File: config.mk
export PLATFORM = sky130hd
export DESIGN_NAME = dmem_arbiter
export DESIGN_NICKNAME = d
export VERILOG_FILES = /design/src/rtl/dmem_arbiter_pkg.sv /design/src/rtl/dmem_arbiter_rr_pick2.sv /design/src/rtl/dmem_arbiter.sv
export SDC_FILE = /design/constraint.sdc
export NUM_CORES = 1
export LEC_CHECK = 0
export BUFFER_PORTS_ARGS = -buffer_cell sky130_fd_sc_hd__buf_4
export CAP_MARGIN = 10
export CORE_AREA = 2 2 118 120
export DETAILED_ROUTE_END_ITERATION = 8
export DIE_AREA = 0 0 120 122
export PLACE_DENSITY = 0.58
export RECOVER_POWER = 50
export SYNTH_ARGS = -nofsm -noshare
export SYNTH_HDL_FRONTEND = slang
export SYNTH_SLANG_ARGS = --single-unit
File: constraint.sdc
create_clock -name clk -period 2.25 [get_ports clk]
set_input_delay 0.225 -clock clk [delete_from_list [all_inputs] [get_ports clk]]
set_output_delay 0.225 -clock clk [all_outputs]
set_load 0.1 [all_outputs]
File: src/rtl/dmem_arbiter_pkg.sv
// Shared definitions for the data-memory arbiter: FSM state encoding,
// the address tag that marks peripheral space, and default bus widths.
package dmem_arbiter_pkg;

    typedef enum logic [1:0] {
        ST_IDLE   = 2'd0,
        ST_ACCESS = 2'd1,
        ST_DONE   = 2'd2
    } arb_state_t;

    localparam int          DMEM_DATA_W     = 32;
    localparam int          DMEM_ADDR_W     = 32;
    localparam logic [3:0]  DMEM_PERIPH_TAG = 4'h4;

endpackage

File: src/rtl/dmem_arbiter_rr_pick2.sv
// Combinational two-way round-robin picker.
//   req  in  2  request vector, bit i = port i
//   last in  1  port served most recently
//   sel  out 1  chosen port (only meaningful when |req)
module dmem_arbiter_rr_pick2 (
    input  logic [1:0] req,
    input  logic       last,
    output logic       sel
);

    always_comb begin
        sel = 1'b0;
        case (req)
            2'b01:   sel = 1'b0;
            2'b10:   sel = 1'b1;
            2'b11:   sel = ~last;   // tie goes to the port not served last
            default: sel = 1'b0;
        endcase
    end

endmodule

File: src/rtl/dmem_arbiter.sv
// Two-port arbiter in front of the single-port data memory.
// Port 0 is the CPU, port 1 the debug/boot loader. One access per grant,
// round-robin on ties, fixed req->ack latency of 2 cycles after the grant.
// Peripheral-space addresses (top nibble == PERIPH_TAG) are acked with err
// and never reach the memory enables.
//   clk, reset                          clock, synchronous active-high reset
//   req/wr/addr/wdata 0,1               requester inputs, held until ack
//   ack/rdata/err 0,1                   one-cycle completion, data, error
//   mem_rd/mem_wr/mem_addr/mem_wdata    memory control, driven in ACCESS only
//   mem_rdata                           combinational read data from memory
//   busy                                high whenever not IDLE
//
// state  | meaning
// IDLE   | waiting for a request; grant decided here
// ACCESS | memory pins driven from the selected port, result captured
// DONE   | ack pulse to the selected port, round-robin pointer updated
module dmem_arbiter
    import dmem_arbiter_pkg::*;
#(
    parameter int         DATA_W     = DMEM_DATA_W,
    parameter int         ADDR_W     = DMEM_ADDR_W,
    parameter logic [3:0] PERIPH_TAG = DMEM_PERIPH_TAG
) (
    input  logic              clk,
    input  logic              reset,
    input  logic              req0,
    input  logic              wr0,
    input  logic [ADDR_W-1:0] addr0,
    input  logic [DATA_W-1:0] wdata0,
    output logic              ack0,
    output logic [DATA_W-1:0] rdata0,
    output logic              err0,
    input  logic              req1,
    input  logic              wr1,
    input  logic [ADDR_W-1:0] addr1,
    input  logic [DATA_W-1:0] wdata1,
    output logic              ack1,
    output logic [DATA_W-1:0] rdata1,
    output logic              err1,
    output logic              mem_rd,
    output logic              mem_wr,
    output logic [ADDR_W-1:0] mem_addr,
    output logic [DATA_W-1:0] mem_wdata,
    input  logic [DATA_W-1:0] mem_rdata,
    output logic              busy
);

    arb_state_t        state, state_nx;
    logic              sel, last, pick;
    logic [DATA_W-1:0] rdata_q;
    logic              err_q;

    logic              wr_sel;
    logic [ADDR_W-1:0] addr_sel;
    logic [DATA_W-1:0] wdata_sel;
    logic              periph;

    dmem_arbiter_rr_pick2 u_pick (
        .req  ({req1, req0}),
        .last (last),
        .sel  (pick)
    );

    assign wr_sel    = sel ? wr1    : wr0;
    assign addr_sel  = sel ? addr1  : addr0;
    assign wdata_sel = sel ? wdata1 : wdata0;
    assign periph    = (addr_sel[ADDR_W-1 -: 4] == PERIPH_TAG);

    always_ff @(posedge clk) begin
        if (reset) begin
            state   <= ST_IDLE;
            sel     <= 1'b0;
            last    <= 1'b1;
            rdata_q <= '0;
            err_q   <= 1'b0;
        end else begin
            state <= state_nx;
            if (state == ST_IDLE && (req0 || req1))
                sel <= pick;
            if (state == ST_ACCESS) begin
                rdata_q <= (wr_sel || periph) ? '0 : mem_rdata;
                err_q   <= periph;
            end
            if (state == ST_DONE)
                last <= sel;
        end
    end

    always_comb begin
        state_nx  = state;
        mem_rd    = 1'b0;
        mem_wr    = 1'b0;
        mem_addr  = '0;
        mem_wdata = '0;
        ack0      = 1'b0;
        ack1      = 1'b0;
        rdata0    = '0;
        rdata1    = '0;
        err0      = 1'b0;
        err1      = 1'b0;
        busy      = (state != ST_IDLE);
        case (state)
            ST_IDLE: begin
                if (req0 || req1)
                    state_nx = ST_ACCESS;
            end
            ST_ACCESS: begin
                mem_addr  = addr_sel;
                mem_wdata = wdata_sel;
                mem_wr    = wr_sel & ~periph;
                mem_rd    = ~wr_sel & ~periph;
                state_nx  = ST_DONE;
            end
            ST_DONE: begin
                if (sel) begin
                    ack1   = 1'b1;
                    rdata1 = rdata_q;
                    err1   = err_q;
                end else begin
                    ack0   = 1'b1;
                    rdata0 = rdata_q;
                    err0   = err_q;
                end
                state_nx = ST_IDLE;
            end
            default: state_nx = ST_IDLE;
        endcase
    end

endmodule

==> flow_metrics.py <==
metrics = {
    "worst_setup_path": {
        "critical_path_cell_count": 4,
        "worst_path_required_time_ps": 2030,
        "critPathKind": "reg2out",
        "crit_slowest_cell": "sky130_fd_sc_hd__buf_4",
        "critical_path.startpoint": "sel$_SDFFE_PP0P_",
        "arrival_ps": 1870,
        "worst_path_dominant_cell_family": "buffers and inverters",
        "setup.worst_path.end": "mem_addr[28]",
        "worst_r2r_endpoint": "rdata_q[6]$_SDFFE_PP0N_",
        "critPathMaxFanout": 39,
        "crit_path_cell_chain": "buf_4 -> mux2i_1 -> nor2_1 -> buf_4",
        "worst_setup_path_start_kind": "flip-flop",
        "timing.critical_path.slowest_cell_delay_ps": 550,
        "critical_path.reg2reg.startpoint": "state[0]$_SDFFE_PP0P_",
        "r2r_setup_slack_ps": 370,
        "worst-r2r-cell-count": 4,
        "critical_path.most_common_cell": "sky130_fd_sc_hd__buf_4",
        "kind_of_capture_point_of_the_worst_setup_path": "primary output",
        "cp_num_buf_inv": 2,
    },
    "floorplanning": {
        "floorplan.die.width_um": 120,
        "floorplan.die_area_um2": 14600,
        "design.core.area_um2": 13500,
        "std_cell_rows": 43,
        "ios": 301,
        "start_util": 0.219,
        "die_h_um": 122,
    },
    "layout": {
        "drive_gt1_frac": 0.576,
        "num_antenna_cells": 0,
        "fin_area_um2": 5450,
        "area.growth.synth_to_final_pct": 84.4,
        "layout.nets": 806,
        "ff_latch_area_um2": 744,
        "fin_util": 0.404,
        "multiInputGateArea_um2": 2120,
        "fillers": 1418,
    },
    "yosys": {
        "synth_edf_count": 0,
        "synth.top_cells.by_area": "sky130_fd_sc_hd__dfxtp_1 25%, sky130_fd_sc_hd__mux2i_1 21%, sky130_fd_sc_hd__and2_1 14%, sky130_fd_sc_hd__a32o_1 11%, sky130_fd_sc_hd__nor2_1 8.8%",
        "post_synth_inst_count": 359,
        "syn-mean-instance-area_um2": 8.24,
        "postSynth.asyncResetShare": 0,
        "synth.yosys.seq_area_share": 0.250,
        "ys.flop_type": "sky130_fd_sc_hd__dfxtp_1",
        "synthesis.nets": 525,
        "synth_area_um2": 2960,
        "yosys_register_bits": 37,
        "synth_most_common_cell": "sky130_fd_sc_hd__nor2_1",
        "yosysWarnings": 0,
        "synthDominantAreaCellType": "sky130_fd_sc_hd__dfxtp_1",
        "yosys.cell_types.count": 28,
        "top_cells_by_count_synth": "69 x sky130_fd_sc_hd__nor2_1, 66 x sky130_fd_sc_hd__and2_1, 63 x sky130_fd_sc_hd__mux2i_1, 37 x sky130_fd_sc_hd__dfxtp_1",
        "post-synth-top-area-fraction": 0.250,
    },
    "timing": {
        "finClkSkew_ps": 3.87,
        "max_clock_freq_mhz": 477,
        "grt_setup_unrepaired": "false",
        "setup_violations": 0,
        "worst-slew-pin-transition_ps": 731,
        "hold_ws_ps": 200,
        "period_minus_slack_ps": 2100,
        "layout_worst_path_cycle_share": 0.932,
        "hold_viol": 0,
        "relative_slew_margins": 0.512,
        "final_max_slew_viols": 0,
    },
    "clock_network": {
        "insertion_delay_ps": 280,
        "cts_buffers": 5,
        "cts.htree.levels": 2,
        "clock-root-buffer": "sky130_fd_sc_hd__clkbuf_16",
        "clkSlewWorstSetupHoldPaths_ps": 60,
        "cts_sinks": 37,
        "clockBufferDepth": 2,
        "setup_fix_bufs_post_cts": 0,
        "cts_repair_resize_count": 0,
        "tritoncts": "done",
        "cts_hold_repair.buffers": 0,
    },
    "grt": {
        "global_route_wire_length_before_repair_um": 19800,
        "grt_max_degree": 40,
        "track_usage": 0.170,
        "global_route.overflow_total": 0,
        "antenna_found_initial": 0,
        "grt_pass1_vias": 3688,
    },
    "route": {
        "drt-vias-per-instance": 4.56,
        "routed_wirelength_um": 13300,
        "drtIter0Drc": 114,
        "avgRoutedWirePerCell_um": 16.2,
        "num_vias": 3745,
        "drtPass1Iterations": 4,
        "detail-route-antenna-nets": 0,
        "drc": 0,
    },
    "power": {
        "ir_worst_vdd_v": 0.000225,
        "design_power_total_mw": 2.77,
        "power.density_nw_per_um2": 507,
        "p_leak_nw": 2.59,
    },
    "min_path": {
        "min-delay-path-class": "in2reg",
    },
    "run": {
        "timing.max_cap.violations": 0,
    },
    "outcome": {
        "status": "completed",
    },
    "place": {
        "port-buffer-count": 300,
        "placed_cell_area_um2": 5440,
        "place.detailed.hpwl_um": 10500,
        "gpl.final_weighted_congestion": 0.749,
    },
}
-- layout by cell type, fill, tap and decap left out --
cell type | Yosys | final
sky130_fd_sc_hd__o41a_1 | 1 | 1
sky130_fd_sc_hd__and2_2 | 0 | 18
sky130_fd_sc_hd__nor3_1 | 1 | 1
sky130_fd_sc_hd__inv_1 | 2 | 2
sky130_fd_sc_hd__nor2_2 | 0 | 23
sky130_fd_sc_hd__clkinv_2 | 0 | 2
sky130_fd_sc_hd__nor2_1 | 69 | 46
sky130_fd_sc_hd__a32o_1 | 32 | 32
sky130_fd_sc_hd__nand2_1 | 2 | 2
sky130_fd_sc_hd__mux2i_1 | 63 | 63
sky130_fd_sc_hd__a211oi_1 | 1 | 1
sky130_fd_sc_hd__clkbuf_16 | 0 | 5
sky130_fd_sc_hd__or4_4 | 1 | 1
sky130_fd_sc_hd__nand2b_2 | 0 | 1
sky130_fd_sc_hd__and3_1 | 1 | 1
sky130_fd_sc_hd__or2_2 | 1 | 1
sky130_fd_sc_hd__dfxtp_1 | 37 | 36
sky130_fd_sc_hd__and2_1 | 66 | 48
sky130_fd_sc_hd__buf_4 | 0 | 263
sky130_fd_sc_hd__a311oi_2 | 1 | 1
sky130_fd_sc_hd__nor2b_1 | 1 | 1
sky130_fd_sc_hd__mux2_2 | 1 | 1
sky130_fd_sc_hd__nor4bb_4 | 0 | 1
sky130_fd_sc_hd__a211o_1 | 1 | 1
sky130_fd_sc_hd__nand2b_1 | 2 | 1
sky130_fd_sc_hd__nand2b_4 | 1 | 1
sky130_fd_sc_hd__or4_1 | 1 | 1
sky130_fd_sc_hd__o21ai_0 | 1 | 1
sky130_fd_sc_hd__nor3b_1 | 32 | 32
sky130_fd_sc_hd__a21oi_1 | 2 | 2
sky130_fd_sc_hd__inv_4 | 0 | 1
sky130_fd_sc_hd__dfxtp_4 | 0 | 1
sky130_fd_sc_hd__clkbuf_2 | 0 | 49
-- worst register-to-register path, delay by kind of cell (launching register included) --
family                 cells  cell delay, ps
buffers and inverters      1             590
AO/OA/AOI/OAI              2             520
flip-flops                 1             390
AND/OR/NAND/NOR            1             330
-- sequential cells by signal, summed over array words and instances (netlist names) --
register and count:
sel 1, state 2, rdata_q 32, err_q 1, last 1
-- how the worst min path moves through the flow --
stage	startpoint	endpoint	slack [ps]	cells after the start
floorplan	req1	sel$_SDFFE_PP0P_	360	2
global placement	last$_SDFFE_PP1P_	last$_SDFFE_PP1P_	450	1
detailed placement	rdata_q[2]$_SDFFE_PP0N_	rdata_q[2]$_SDFFE_PP0N_	470	1
CTS	req1	sel$_SDFFE_PP0P_	200	3
global route	req1	sel$_SDFFE_PP0P_	210	3
finish	req1	sel$_SDFFE_PP0P_	200	3
-- kinds of logic after synthesis --
family	count (synthesis)	synth area share
compound gates	39	0.128
mux	64	0.217
simple gates	179	0.338
buf+inv	40	0.0673
flops	37	0.250
-- report_power, final --
part	internal (mW)	switching (mW)	total, mW	leakage (nW)
Combinational	0.435	0.941	1.38	2.22
Clock	0.407	0.271	0.677	0.0739
Sequential	0.686	0.0262	0.712	0.301
-- through the flow --
| step | TNS [ps] | instances | worst slack [ps] |
|---|---|---|---|
| floorplan | -8570 | 359 | -213 |
| detailed placement | 0 | 813 | 418 |
| finish | 0 | 821 | 153 |
| global placement | 0 | 813 | 470 |
| CTS | 0 | 821 | 115 |
| global route | 0 | 821 | 19.6 |
-- layout make-up --
cell class	instances	share of cell area
clock buffers	5	0.0229
clock inverters	3	0.00298
flip-flops and latches	37	0.136
repair buffers	312	0.407
well taps	180	0.0413
inverters	2	0.00138
multi-input cells	282	0.388
-- layer usage --
metal	part of all wire	vias to the layer above	routed length, um	GRT usage
met5	0	-	0	0
met2	0.51	164	6750	0.314
met3	0.086	19	1140	0.0501
met1	0.39	1741	5160	0.190
li1	-	1821	-	-
met4	0.017	0	232	0.0412
Power figures use the tool's default switching activity.
